$ cat config.mk
export PLATFORM = sky130hd
export DESIGN_NAME = sprite_load_scheduler
export DESIGN_NICKNAME = d
export VERILOG_FILES = /design/src/rtl/sprite_load_scheduler.sv
export SDC_FILE = /design/constraint.sdc
export NUM_CORES = 1
export LEC_CHECK = 0
export ABC_CLOCK_PERIOD_IN_PS = 3170
export BUFFER_PORTS_ARGS = -buffer_cell sky130_fd_sc_hd__buf_2
export CAP_MARGIN = 20
export CORE_MARGIN = 2
export CORE_UTILIZATION = 43
export DETAILED_ROUTE_END_ITERATION = 10
export MAX_ROUTING_LAYER = met4
export PLACE_DENSITY_LB_ADDON = 0.2
export SLEW_MARGIN = 20
export SYNTH_ARGS = -nofsm -noshare
export SYNTH_HDL_FRONTEND = slang
export SYNTH_SLANG_ARGS = --single-unit
$ cat constraint.sdc
create_clock -name clk -period 3.17 [get_ports clk]
set_clock_uncertainty 0.1 [all_clocks]
set_input_delay 0.1585 -clock clk [delete_from_list [all_inputs] [get_ports clk]]
set_output_delay 0.1585 -clock clk [all_outputs]
set_load 0.01 [all_outputs]
$ cat src/rtl/sprite_load_scheduler.sv
// Sprite load scheduler: shares one bitmap ROM among NUM_SPRITES renderers by
// issuing one fixed-length load slot per sprite during horizontal blanking,
// generates per-sprite hstart/vstart strobes and latches a per-frame
// sprite-vs-sprite collision mask.
module sprite_load_scheduler #(
    parameter int NUM_SPRITES = 4,
    parameter int HPOS_START  = 256,
    parameter int SLOT_CYCLES = 4,
    parameter int ROW_BITS    = 4
) (
    input  logic                            clk,
    input  logic                            reset,
    input  logic [8:0]                      hpos,
    input  logic [8:0]                      vpos,
    input  logic                            vsync,
    input  logic [NUM_SPRITES-1:0]          sprite_en,
    input  logic [8*NUM_SPRITES-1:0]        sprite_x,
    input  logic [8*NUM_SPRITES-1:0]        sprite_y,
    input  logic [ROW_BITS*NUM_SPRITES-1:0] rom_addr_in,
    input  logic [NUM_SPRITES-1:0]          sprite_gfx,
    output logic [ROW_BITS-1:0]             rom_addr,
    output logic [NUM_SPRITES-1:0]         load,
    output logic [NUM_SPRITES-1:0]         hstart,
    output logic [NUM_SPRITES-1:0]         vstart,
    output logic [NUM_SPRITES-1:0]         collision,
    output logic                            busy
);

    localparam int SLOT_W = (NUM_SPRITES > 1) ? $clog2(NUM_SPRITES) : 1;
    localparam int CNT_W  = (SLOT_CYCLES > 1) ? $clog2(SLOT_CYCLES) : 1;

    typedef enum logic [1:0] {
        IDLE = 2'd0,
        SLOT = 2'd1,
        DONE = 2'd2
    } state_e;

    state_e                 state_q, state_d;
    logic [SLOT_W-1:0]      slot_q, slot_d;
    logic [CNT_W-1:0]       cnt_q, cnt_d;

    logic [NUM_SPRITES-1:0] acc_q, acc_d;
    logic [NUM_SPRITES-1:0] collision_q, collision_d;
    logic                   vsync_q;
    logic [NUM_SPRITES-1:0] hits;
    logic                   vsyncRise;

    // Scheduler state, slot index and in-slot cycle counter.
    always_ff @(posedge clk or negedge reset) begin
        if (!reset) begin
            state_q <= IDLE;
            slot_q  <= '0;
            cnt_q   <= '0;
        end else begin
            state_q <= state_d;
            slot_q  <= slot_d;
            cnt_q   <= cnt_d;
        end
    end

    // Next-state logic: start at the first blank column, step through the slots,
    // and abandon the sequence whenever a new line begins (hpos back to 0).
    always_comb begin
        state_d = state_q;
        slot_d  = slot_q;
        cnt_d   = cnt_q;
        case (state_q)
            IDLE: begin
                if (hpos == 9'(HPOS_START)) begin
                    state_d = SLOT;
                    slot_d  = '0;
                    cnt_d   = '0;
                end
            end
            SLOT: begin
                if (hpos == 9'd0) begin
                    state_d = IDLE;
                    slot_d  = '0;
                    cnt_d   = '0;
                end else if (cnt_q == CNT_W'(SLOT_CYCLES - 1)) begin
                    cnt_d = '0;
                    if (slot_q == SLOT_W'(NUM_SPRITES - 1)) begin
                        state_d = DONE;
                        slot_d  = '0;
                    end else begin
                        slot_d = slot_q + SLOT_W'(1);
                    end
                end else begin
                    cnt_d = cnt_q + CNT_W'(1);
                end
            end
            DONE: begin
                if (hpos == 9'd0) begin
                    state_d = IDLE;
                end
            end
            default: begin
                state_d = IDLE;
                slot_d  = '0;
                cnt_d   = '0;
            end
        endcase
    end

    // ROM steering and load strobes; a disabled sprite still owns its slot time.
    always_comb begin
        busy     = (state_q == SLOT);
        load     = '0;
        rom_addr = '0;
        for (int k = 0; k < NUM_SPRITES; k++) begin
            if (busy && (slot_q == SLOT_W'(k))) begin
                rom_addr = rom_addr_in[k*ROW_BITS +: ROW_BITS];
                load[k]  = sprite_en[k];
            end
        end
    end

    // Position strobes are plain compares against the zero-extended coordinates.
    always_comb begin
        hstart = '0;
        vstart = '0;
        for (int k = 0; k < NUM_SPRITES; k++) begin
            hstart[k] = ({1'b0, sprite_x[k*8 +: 8]} == hpos) && sprite_en[k];
            vstart[k] = ({1'b0, sprite_y[k*8 +: 8]} == vpos) && sprite_en[k];
        end
    end

    // Per-cycle overlap detection and frame accumulation; a hit on the vsync
    // edge cycle belongs to the frame being closed.
    always_comb begin
        hits = '0;
        for (int k = 0; k < NUM_SPRITES; k++) begin
            hits[k] = sprite_gfx[k] && (|(sprite_gfx & ~(NUM_SPRITES'(1) << k)));
        end
        vsyncRise   = vsync && !vsync_q;
        acc_d       = acc_q | hits;
        collision_d = collision_q;
        if (vsyncRise) begin
            collision_d = acc_q | hits;
            acc_d       = '0;
        end
    end

    // Collision accumulator, reported mask and vsync edge-detect register.
    always_ff @(posedge clk or negedge reset) begin
        if (!reset) begin
            acc_q       <= '0;
            collision_q <= '0;
            vsync_q     <= 1'b0;
        end else begin
            acc_q       <= acc_d;
            collision_q <= collision_d;
            vsync_q     <= vsync;
        end
    end

    assign collision = collision_q;

endmodule
== Yosys cells after proc, flatten, opt, wreduce, memory -nomap -nowiden ==
Cells that the tools add are included.

* $add $sub $neg: 2
* Multipliers: 0
* Div/mod/pow operators: 0
* Magnitude comparators: 0
* Eq/ne operators: 19
* Shift operators: 0
* Muxes and demuxes: 23
* Bitwise logic cells: 2
* Reductions and logical operators: 28

{| class="wikitable"
|+ Operators with widths
! operator !! count
|-
| $eq A8 B9 Y1 || 8
|-
| $mux W2 || 11
|-
| $mux W4 || 5
|-
| $pmux W2 S3 || 3
|-
| $logic_and A1 B1 Y1 || 17
|-
| $reduce_or A3 Y1 || 4
|-
| $eq A9 B9 Y1 const B || 1
|-
| $logic_not A9 Y1 || 1
|-
| $eq A2 B2 Y1 const B || 4
|-
| $ne A3 B1 Y1 const B || 2
|-
| $add A2 B1 Y2 const B || 2
|-
| $eq A2 B1 Y1 const B || 2
|-
| $logic_not A2 Y1 || 2
|-
| $mux W1 || 4
|-
| $ne A2 B2 Y1 const B || 2
|-
| $or A4 B4 Y4 || 1
|-
| $reduce_and A4 Y1 || 1
|-
| $reduce_and A3 Y1 || 1
|-
| $reduce_and A2 Y1 || 1
|-
| $logic_not A1 Y1 || 1
|-
| $not A1 Y1 || 1
|}

* Register bits after elaboration: 15
* Bits in latches: 0
* RAM bits: 0
* ROM bits: 0
* Input port bits: 109
* Output and inout bits: 21
* Word-level logic and storage cells: 80
* Memories: 0

== Logic depth before layout (Yosys ltp) ==
* Word-level depth: 6
* Depth in mapped cells: 6
* Gate-level depth less buffers: 6

== Worst setup path before layout ==
No wires, ideal clock.

* Kind: in2reg
* Start point: input hpos[5]
* End point: register slot_q[0]
* Library setup time: 0.122 ns
* Arrival: 1.447 ns
* Required time: 2.948 ns
* Setup slack: 1.502 ns
* Stages on the path: 5
* Buffers on the path: 1
* Cell sequence: buf_2 -> or4_4 -> nor4b_4 -> o32ai_1 -> a32o_1

* Cells in the longest elaborated chain, start to end: 3
* Elaborated cells between the ends (all ways): 7
* Classes of those cells: 3 x eq/ne; 2 x mux; 2 x reduce/logical

{| class="wikitable"
|+ RTL lines
! element !! RTL line !! text
|-
| start: declaration || 13 || <nowiki>input logic [8:0] hpos,</nowiki>
|-
| $eq A9 B9 Y1 or $logic_not A9 Y1 (tied branches) || 69, 76 ||
|-
| $ne A2 B2 Y1 (no source line), or another cell as far along || -- ||
|-
| $reduce_and A3 Y1 (no source line) or $pmux W2 S3 (tied branches) || -- ||
|-
| end signal: assignment || 56 || <nowiki>slot_q <= slot_d;</nowiki>
|-
| end: declaration || 39 || <nowiki>logic [SLOT_W-1:0] slot_q, slot_d;</nowiki>
|}

Several ways; a longest one is shown, not always the timed one.
A chain may end at the register's enable or synchronous reset.

== Final worst setup path ==
* Start point: register state_q[1]
* End point: output rom_addr[3]

* Cells in the longest elaborated chain, start to end: 6
* Elaborated cells between the ends (all ways): 9
* Classes of those cells: 1 x eq/ne; 4 x mux; 4 x reduce/logical

{| class="wikitable"
|+ RTL lines
! element !! RTL line !! text
|-
| start: declaration || 38 || <nowiki>state_e state_q, state_d;</nowiki>
|-
| start signal: assignment || 55 || <nowiki>state_q <= state_d;</nowiki>
|-
| $eq A2 B1 Y1 (*) || 107 || <nowiki>busy = (state_q == SLOT);</nowiki>
|-
| $logic_and A1 B1 Y1 || 111 || <nowiki>if (busy && (slot_q == SLOT_W'(k))) begin</nowiki>
|-
| $mux W4 (3 in a row) || 111 ||
|-
| $mux W4 (*) || 111 ||
|-
| end: declaration || 21 || <nowiki>output logic [ROW_BITS-1:0] rom_addr,</nowiki>
|}

Mark *: on every way between the ends. The rest lies on a longest branch, timed or not.

==> impl_metrics.ini <==
[logic_synthesis]
synth_edf_count = 0
synth_seq_area_share = 0.224
ys_warn_count = 0
netlist_instances = 194
synth_area_per_cell_um2 = 8.63
synth_most_common_cell = xor2_1
synth_cell_type_count = 37
syn-num-nets = 308
ys.flop_type = dfrtp_1
synth_area_leaders = dfrtp_1 (22%), xor2_1 (19%), xnor2_1 (13%), ha_1 (3.7%), nor4b_1 (3.7%)
async_reset_ff_frac = 1.00
yosysTopAreaCell = dfrtp_1
synth_top_area_share = 0.224
synth_common_cells = xor2_1 (37), xnor2_1 (24), dfrtp_1 (15)
netlist_area_mm2 = 0.00167
synth-seq-cells = 15

[worst_setup_path]
r2r_slack_ns = 1.78
timing.rr.start = cnt_q[0]
cpLargestDelayFamily = flip-flops
reg2reg_depth = 3
critPathLaunchType = flip-flop
path_class = reg2out
end_kind = output pin
cp_slowest_cell = dfrtp_1
required_ns = 2.91
crit_top_cell = nand2b_1
worstPathCellList = nand2b_1 -> inv_1 -> nand2b_1 -> o31ai_1 -> buf_2
critPathMaxStageDelay_ns = 0.43
cp_num_buf_inv = 2
reg2reg_to = slot_q[0]
path_max_fanout = 11
cp_data_arrival_time_ns = 1.69

[drt]
first_pass_iters = 4
drc_errors = 0
wl_per_cell_um = 12.8
drt_iter0_markers = 85
vias = 1844
ant_nets = 0
avgViaCountPerCell = 5.07
wirelength_mm = 4.67

[grt]
grt_max_degree = 16
grt_busiest_layer = met2
grtUsageMet1 = 0.270
grt_antenna_before_repair = 0
grt_usage = 0.219
grt_pass1_wl_mm = 7.32
met2_usage = 0.364
grt_pass1_vias = 1694
grt_overflow_total = 0
grt_use_met3 = 0.0426

[final_layout]
insertedDiodeCount = 0
nNetsFinal = 431
num-fill-cells = 336
drive_gt1_frac = 0.437
fin_area_mm2 = 0.00238
area_delta_synth_final_pct = 42.5

[sta]
whs_ns = 0.104
hold_viol = 0
slew_headroom = 0.772
fmax_ghz = 0.514
final_max_slew_viol_count = 0
setup_viol = 0
rsz0062_at_grt = no
tns_ns = 0
fin_crit_sh = 0.614
tightest_slew_ns = 0.339
layout_min_cycle_time_ns = 1.95

[place]
finalWeightedCongestion = 0.829
placed_area_mm2 = 0.00232
io_buffers = 129
hpwl_mm = 4.05

[worst_hold_path]
hp-start = sprite_gfx[3]
holdPathEnd = acc_q[3]
hold_depth = 3
hold_path.class = in2reg

[cts]
cts_root_buffer = clkbuf_8
cts_tree = yes
postCtsResizedCells = 0
clock_latency_ns = 0.24
cts_buffer_depth = 2
cts.clk_slew.worst_paths_ns = 0.06
cts_max_level = 1
cts_sinks = 15
cts_buffers = 3

[power]
p_per_area_mw_per_mm2 = 239
sequentialPowerShare = 0.375
p_int_uw = 405
p_sw_frac = 0.289
p_switching_uw = 165
vdd_ir_drop_max_mv = 0.271
p_clk_frac = 0.264
p_comb_frac = 0.361
p_leak_nw = 1.19

[floorplanning]
row_count = 22
die_area_mm2 = 0.00441
num_io_pins = 130
start_util = 0.454
core-area_mm2 = 0.00369
fp.dieH_um = 66.4
fp.dieW_um = 66.4

[outcome]
status = complete, no violations

[flow_run]
cap_violations = 0
layer usage:
metal | vias to the layer above | wire length (µm)
met5 | - | 0
met4 | 0 | 89
met3 | 8 | 444
met2 | 94 | 2170
met1 | 813 | 1960
li1 | 929 | -
worst max path at each step:
stage,from,cells past startpoint,slack (ns),to
CTS,state_q[1],5,1.22,rom_addr[3]
detailed placement,hpos[4],5,1.40,slot_q[0]
global placement,hpos[4],5,1.42,slot_q[1]
global route,state_q[1],5,1.05,rom_addr[0]
finish,state_q[1],5,1.22,rom_addr[3]
floorplan,hpos[5],5,1.50,slot_q[0]
power by group through the flow:
stage	clock network [mW]	registers (mW)	logic [mW]
4_1_cts	0.156	0.214	0.207
2_1_floorplan	0	0.220	0.0993
5_1_grt	0.166	0.215	0.230
6_report	0.150	0.214	0.205
3_5_place_dp	0	0.217	0.204
3_3_place_gp	0	0.217	0.202
registers in the layout, indices dropped and copies added (netlist names):
signal and count:
acc_q 4, collision 4, cnt_q 2, slot_q 2, state_q 2, vsync_q 1
tightest hold or removal path, cell delays in order:
cell and delay, ns:
buf_2 0.10, a21oi_1 0.07, nor2_1 0.07
cell type report:
cell class                 instances  area, µm²  area share
timing repair buffer             131        666       0.279
clock buffer                       4       45.0      0.0189
tap                               48       60.1      0.0252
multi-input combinational        160       1220       0.510
sequential                        15        375       0.157
inverter                           6       22.5     0.00944
cells by family (layout without fill, tap and decap cells):
kind of cell	count (synthesis)	after routing	synth area share
buffers and inverters	19	141	0.0493
and+or+nand+nor	67	67	0.258
adders and majority gates	5	5	0.0374
DFF	15	15	0.224
AOI/OAI and AO/OA	27	27	0.112
xor gates and xnor gates	61	61	0.319
timing repair:
action                     4_1_cts  5_1_grt
buffers inserted                 0        0
setup endpoints to repair        0        0
hold buffers                     2        0
hold endpoints to repair        16        0
placed cells by master, fill, tap and decap left out, types with 2 or more instances in the layout:
master / count
nand3_1: 6
ha_1: 5
dfrtp_1: 15
nor2b_1: 6
a221oi_1: 3
a22o_1: 2
inv_1: 5
nand2b_1: 5
nand2_1: 5
xnor2_1: 24
dlygate4sd3_1: 2
xor2_1: 37
a21oi_1: 7
or4_4: 2
o21ai_0: 5
nor4b_1: 7
or3_1: 4
clkbuf_8: 3
buf_2: 129
o31ai_1: 3
nor2_1: 8
nor4_1: 8
nand4_1: 7
a32o_1: 2
and3_1: 4
through the flow:
| stage | setup slack (ns) | utilization | std cells | power (mW) |
|---|---|---|---|---|
| CTS | 1.22 | 0.647 | 364 | 0.577 |
| global route | 1.05 | 0.647 | 364 | 0.611 |
| floorplan | 1.50 | - | 194 | 0.319 |
| finish | 1.22 | 0.647 | 364 | 0.570 |
| global placement | 1.42 | 0.629 | 358 | 0.419 |
| detailed placement | 1.40 | 0.629 | 358 | 0.421 |
Note: power is estimated with default switching activity, not from simulation.
